==> src/rtl/uart_pkg.sv <==
// Shared UART definitions: FSM state encoding and bit-timing helper,
// common to the transmitter and the receiver.
package uart_pkg;

    // Encoding is shared with the receiver, so keep the values fixed
    typedef enum logic [1:0] {
        IDLE  = 2'b00,
        START = 2'b01,
        DATA  = 2'b10,
        STOP  = 2'b11
    } uart_state_e;

    // clk cycles per serial bit (integer division, truncating)
    function automatic int unsigned calc_bit_count(input int unsigned clk_freq_mhz,
                                                   input int unsigned baudrate);
        return (clk_freq_mhz * 1_000_000) / baudrate;
    endfunction

endpackage

==> src/rtl/uart_baud_gen.sv <==
// Baud tick generator: one-cycle tick every BIT_COUNT enabled clk cycles.
// Counter holds at zero while disabled and restarts on clr.
module uart_baud_gen #(
    parameter int unsigned BIT_COUNT = 10
) (
    input  logic clk,
    input  logic rstn,
    input  logic clr,
    input  logic en,
    output logic tick
);

    localparam int unsigned CW = (BIT_COUNT > 1) ? $clog2(BIT_COUNT) : 1;
    localparam logic [CW-1:0] LAST = CW'(BIT_COUNT - 1);

    logic [CW-1:0] cnt_q;
    logic [CW-1:0] cnt_d;

    // Next count: wrap at LAST, forced to zero on clear or when disabled
    always_comb begin
        cnt_d = cnt_q;
        if (clr || !en) begin
            cnt_d = '0;
        end else if (cnt_q == LAST) begin
            cnt_d = '0;
        end else begin
            cnt_d = cnt_q + CW'(1);
        end
    end

    // Count register
    always_ff @(posedge clk or negedge rstn) begin
        if (!rstn) begin
            cnt_q <= '0;
        end else begin
            cnt_q <= cnt_d;
        end
    end

    assign tick = en && !clr && (cnt_q == LAST);

endmodule

==> src/rtl/uart_tx_core.sv <==
// UART transmitter: start bit, DATA_WIDTH data bits LSB first, stop bit.
// FSM, shift register and bit counter live here; bit timing comes from
// uart_baud_gen as a clock-enable tick.
module uart_tx_core
    import uart_pkg::*;
#(
    parameter int unsigned DATA_WIDTH   = 8,
    parameter int unsigned BAUDRATE     = 9600,
    parameter int unsigned CLK_FREQ_MHZ = 125,
    parameter int unsigned BIT_COUNT    = calc_bit_count(CLK_FREQ_MHZ, BAUDRATE)
) (
    input  logic                  clk,
    input  logic                  rstn,
    input  logic                  tx_start,
    input  logic [DATA_WIDTH-1:0] data_i,
    output logic                  tx,
    output logic                  tx_busy,
    output logic                  tx_done
);

    localparam int unsigned BW = $clog2(DATA_WIDTH + 1);
    localparam logic [BW-1:0] LAST_BIT = BW'(DATA_WIDTH - 1);

    if (BIT_COUNT < 2) begin : g_bit_count_check
        $error("uart_tx_core: BIT_COUNT must be at least 2");
    end

    uart_state_e           state_q, state_d;
    logic [DATA_WIDTH-1:0] shift_q, shift_d;
    logic [BW-1:0]         bit_cnt_q, bit_cnt_d;
    logic                  tx_q, tx_d;
    logic                  done_q, done_d;
    logic                  accept;
    logic                  bit_tick;

    uart_baud_gen #(
        .BIT_COUNT(BIT_COUNT)
    ) u_baud_gen (
        .clk (clk),
        .rstn(rstn),
        .clr (accept),
        .en  (state_q != IDLE),
        .tick(bit_tick)
    );

    // Next-state, datapath and registered-output decode
    always_comb begin
        state_d   = state_q;
        shift_d   = shift_q;
        bit_cnt_d = bit_cnt_q;
        done_d    = 1'b0;
        accept    = 1'b0;
        case (state_q)
            IDLE: begin
                if (tx_start) begin
                    accept    = 1'b1;
                    shift_d   = data_i;
                    bit_cnt_d = '0;
                    state_d   = START;
                end
            end
            START: begin
                if (bit_tick) state_d = DATA;
            end
            DATA: begin
                if (bit_tick) begin
                    shift_d   = shift_q >> 1;
                    bit_cnt_d = bit_cnt_q + BW'(1);
                    if (bit_cnt_q == LAST_BIT) state_d = STOP;
                end
            end
            STOP: begin
                if (bit_tick) begin
                    state_d = IDLE;
                    done_d  = 1'b1;
                end
            end
            default: state_d = IDLE;
        endcase

        // tx is decoded from the next state so the flop shows the new bit
        // on the same edge the state changes
        case (state_d)
            START:   tx_d = 1'b0;
            DATA:    tx_d = shift_d[0];
            default: tx_d = 1'b1;
        endcase
    end

    // State, datapath and output registers
    always_ff @(posedge clk or negedge rstn) begin
        if (!rstn) begin
            state_q   <= IDLE;
            shift_q   <= '0;
            bit_cnt_q <= '0;
            tx_q      <= 1'b1;
            done_q    <= 1'b0;
        end else begin
            state_q   <= state_d;
            shift_q   <= shift_d;
            bit_cnt_q <= bit_cnt_d;
            tx_q      <= tx_d;
            done_q    <= done_d;
        end
    end

    assign tx      = tx_q;
    assign tx_busy = (state_q != IDLE);
    assign tx_done = done_q;

endmodule

==> config.mk <==
export PLATFORM = sky130hd
export DESIGN_NAME = uart_tx_core
export DESIGN_NICKNAME = d
export VERILOG_FILES = /design/src/rtl/uart_pkg.sv /design/src/rtl/uart_baud_gen.sv /design/src/rtl/uart_tx_core.sv
export SDC_FILE = /design/constraint.sdc
export NUM_CORES = 1
export LEC_CHECK = 0
export BUFFER_PORTS_ARGS = -buffer_cell sky130_fd_sc_hd__buf_2
export CAP_MARGIN = 5
export CORE_ASPECT_RATIO = 0.8
export CORE_MARGIN = 2
export CORE_UTILIZATION = 40
export DETAILED_ROUTE_END_ITERATION = 10
export SKIP_LAST_GASP = 1
export SLEW_MARGIN = 30
export SYNTH_ARGS = -nofsm -noshare
export SYNTH_HDL_FRONTEND = slang
export SYNTH_SLANG_ARGS = --single-unit
==> constraint.sdc <==
create_clock -name clk -period 2.4 [get_ports clk]
set_input_delay 0.48 -clock clk [delete_from_list [all_inputs] [get_ports clk]]
set_output_delay 0.48 -clock clk [all_outputs]
set_load 0.02 [all_outputs]
==> impl_results.md <==
- Gpl congestion: 0.7887
- # IOs: 14
- Initial DRC Count: 52
- Ys flop type: dfrtp_1
- # port buffers: 13
- Worst hold margin: 0.2452 ns
- Die Ht: 57.79 µm
- Worst path arrival time: 2.20 ns
- DRC: 0
- Area of the mapped netlist: 0.001446 mm²
- Insertion delay to the later sink of the worst-skew pair: 0.27 ns
- Initial antenna violation count: 0
- Most common cell after layout, fill and taps aside: dfrtp_1
- CTS tree: done
- Most frequent cells in the layout: 29 x dfrtp_1, 22 x nand2_1, 20 x nor2_1
- Cell count after synthesis: 140
- Syn_nets: 153
- Pleak: 0.7747 nW
- Worst r2r src: u_baud_gen.cnt_q[0]$_DFF_PN0_
- Via count: 1030
- Drt wl/cell: 12.60 µm
- Die ar.: 0.004116 mm²
- Tmin final: 1.991 ns
- CTS max path bufs: 2
- Antenna diode count: 0
- Final Skew: 0.004498 ns
- Register area share after synthesis: 0.5199
- Finished Layout Cells: 201
- CTS Root Cell: clkbuf_8
- Fin crit share: 0.8296
- Critical Path Sink Type: register
- Detailed Place HPWL: 1901 µm
- Slew HR: 0.5589
- Post-CTS Setup Repair Bufs: 0
- Row count: 19
- # resized after CTS: 0
- Clk slew on worst S/H paths: 0.06 ns
- Share of layout cells above drive strength 1: 0.1887
- First-pass GRT wire length: 4540 µm
- Final-report setup violation count: 0
- Reg-to-Reg End: tx$_DFF_PN1_
- Ys async rst share: 1.000
- Vias in the first global route: 1030
- Post-route ant nets: 0
- Setup ws final: 0.4090 ns
- Core Area: 0.003447 mm²
- Setup repair after global routing missed its margin: no
- Ys Warns: 0
- Max_cap viols: 0
- Fin. Hold Viols: 0
- CP Class: reg2reg
- Clock buffer count from CTS: 5
- Synthesis-to-finish area growth: 13.75%
- DP Worst Slack: 0.2741 ns
- Pwr/cell area: 729.4 mW/mm²
- First-pass DRT Iterations: 4
- Avg Cell Area, Syn: 10.33 µm²
- Nets: 172
- CTS hold repair buffers: 0
- Grt total ovfl: 0
- Fmax: 0.5023 GHz
- WL final: 2532 µm
- FF+latch count, synth: 30
- Post-synth EDFFs: 0
- Fin area: 0.001645 mm²
- Worst hold-check path type: in2async
- Top post-synthesis cells by area: dfrtp_1 50%, xor2_1 6.7%, nand2_1 5.7%
- Synth unique cells: 36
- R2r worst-path depth: 6
- Die Wd: 71.23 µm
- Area leader, netlist: dfrtp_1
- Slew Viols, Final: 0
- Critical Path RT: 2.61 ns
- Post-synth top area share: 0.5017
- Register-to-register setup slack: 0.41 ns
- Vias/cell: 5.124
- Placed Area: 0.001565 mm²
- Setup TNS after final layout: 0 ns
- CTS H-tree lvls: 2
- Status: completed
- Worst-Margin Slew: 0.6616 ns
- Initial core utilization: 0.4196
- Max rail drop VDD: 440.7 µV
- Largest net degree at the start of global routing: 31
- Crit Path Max Fanout: 5
- Overall global routing resource usage: 0.1425
- Inst Count DP: 194
- CP Launch Type: register
- Clock Sinks: 30
-- critical path, stage by stage (launching register included) --
cell and delay [ns]:
dfrtp_1 0.40, ha_1 0.27, nand3b_1 0.22, or4_4 0.60, xnor2_2 0.18, nor2_1 0.06, o21ba_1 0.21
-- per-layer routing --
metal,GRT usage,wire length [µm]
met3,0.04696,98
met1,0.1878,1279
met4,0.04852,16
met2,0.2235,1137
met5,0,0
-- logic make-up (layout without fill, tap and decap cells) --
logic type,Yosys count,after routing,synth area share
flops,30,30,0.5199
buf+inv,8,27,0.02249
xor+xnor,15,15,0.09603
mux,1,1,0.007785
compound gates,15,15,0.07873
fa+ha+maj,2,2,0.01730
simple gates,69,69,0.2578
-- worst max-delay path by stage --
stage / from / endpoint / slack (ns) / cells past startpoint
2_1_floorplan: u_baud_gen.cnt_q[0]$_DFF_PN0_ / tx$_DFF_PN1_ / 0.52 / 6
3_3_place_gp: u_baud_gen.cnt_q[0]$_DFF_PN0_ / u_baud_gen.cnt_q[4]$_DFF_PN0_ / 0.43 / 5
3_5_place_dp: u_baud_gen.cnt_q[0]$_DFF_PN0_ / u_baud_gen.cnt_q[13]$_DFF_PN0_ / 0.27 / 5
4_1_cts: u_baud_gen.cnt_q[0]$_DFF_PN0_ / u_baud_gen.cnt_q[7]$_DFF_PN0_ / 0.27 / 5
5_1_grt: u_baud_gen.cnt_q[0]$_DFF_PN0_ / u_baud_gen.cnt_q[3]$_DFF_PN0_ / 0.23 / 5
6_report: u_baud_gen.cnt_q[0]$_DFF_PN0_ / tx$_DFF_PN1_ / 0.41 / 6
-- report_power, final --
part	internal (mW)	switching, mW	leakage [nW]
Clock	0.199	0.157	0.0383
Combinational	0.0811	0.0912	0.354
Sequential	0.585	0.0870	0.382
Total	0.865	0.335	0.775
-- Yosys cell counts, types with 2 or more instances --
cell type,instances
a22oi_1,7
and3_1,2
buf_2,2
dfrtp_1,29
ha_1,2
inv_1,5
nand2_1,22
nand3_1,8
nand4_1,2
nand4b_1,2
nor2_1,20
nor3_1,2
o21ai_0,2
xnor2_1,3
xor2_1,11
-- through the flow --
step / power [mW] / util
floorplan: 0.7946 / -
global placement: 0.8478 / 0.4541
detailed placement: 0.8530 / 0.4541
CTS: 1.215 / 0.4762
global route: 1.285 / 0.4773
finish: 1.200 / 0.4773
-- flip-flops by register name, indices dropped and copies added (netlist names) --
name	cells
state_q	2
tx_done	1
tx	1
shift_q	8
u_baud_gen.cnt_q	14
bit_cnt_q	4
-- layout make-up --
cell class	count	area (µm²)
Fill cell	321	1802
Sequential cell	30	752.0
Multi-Input combinational cell	102	665.6
Timing Repair Buffer	15	80.08
Clock buffer	7	76.32
Tap cell	42	52.55
Inverter	5	18.77
Note: power is estimated with default switching activity, not from simulation.
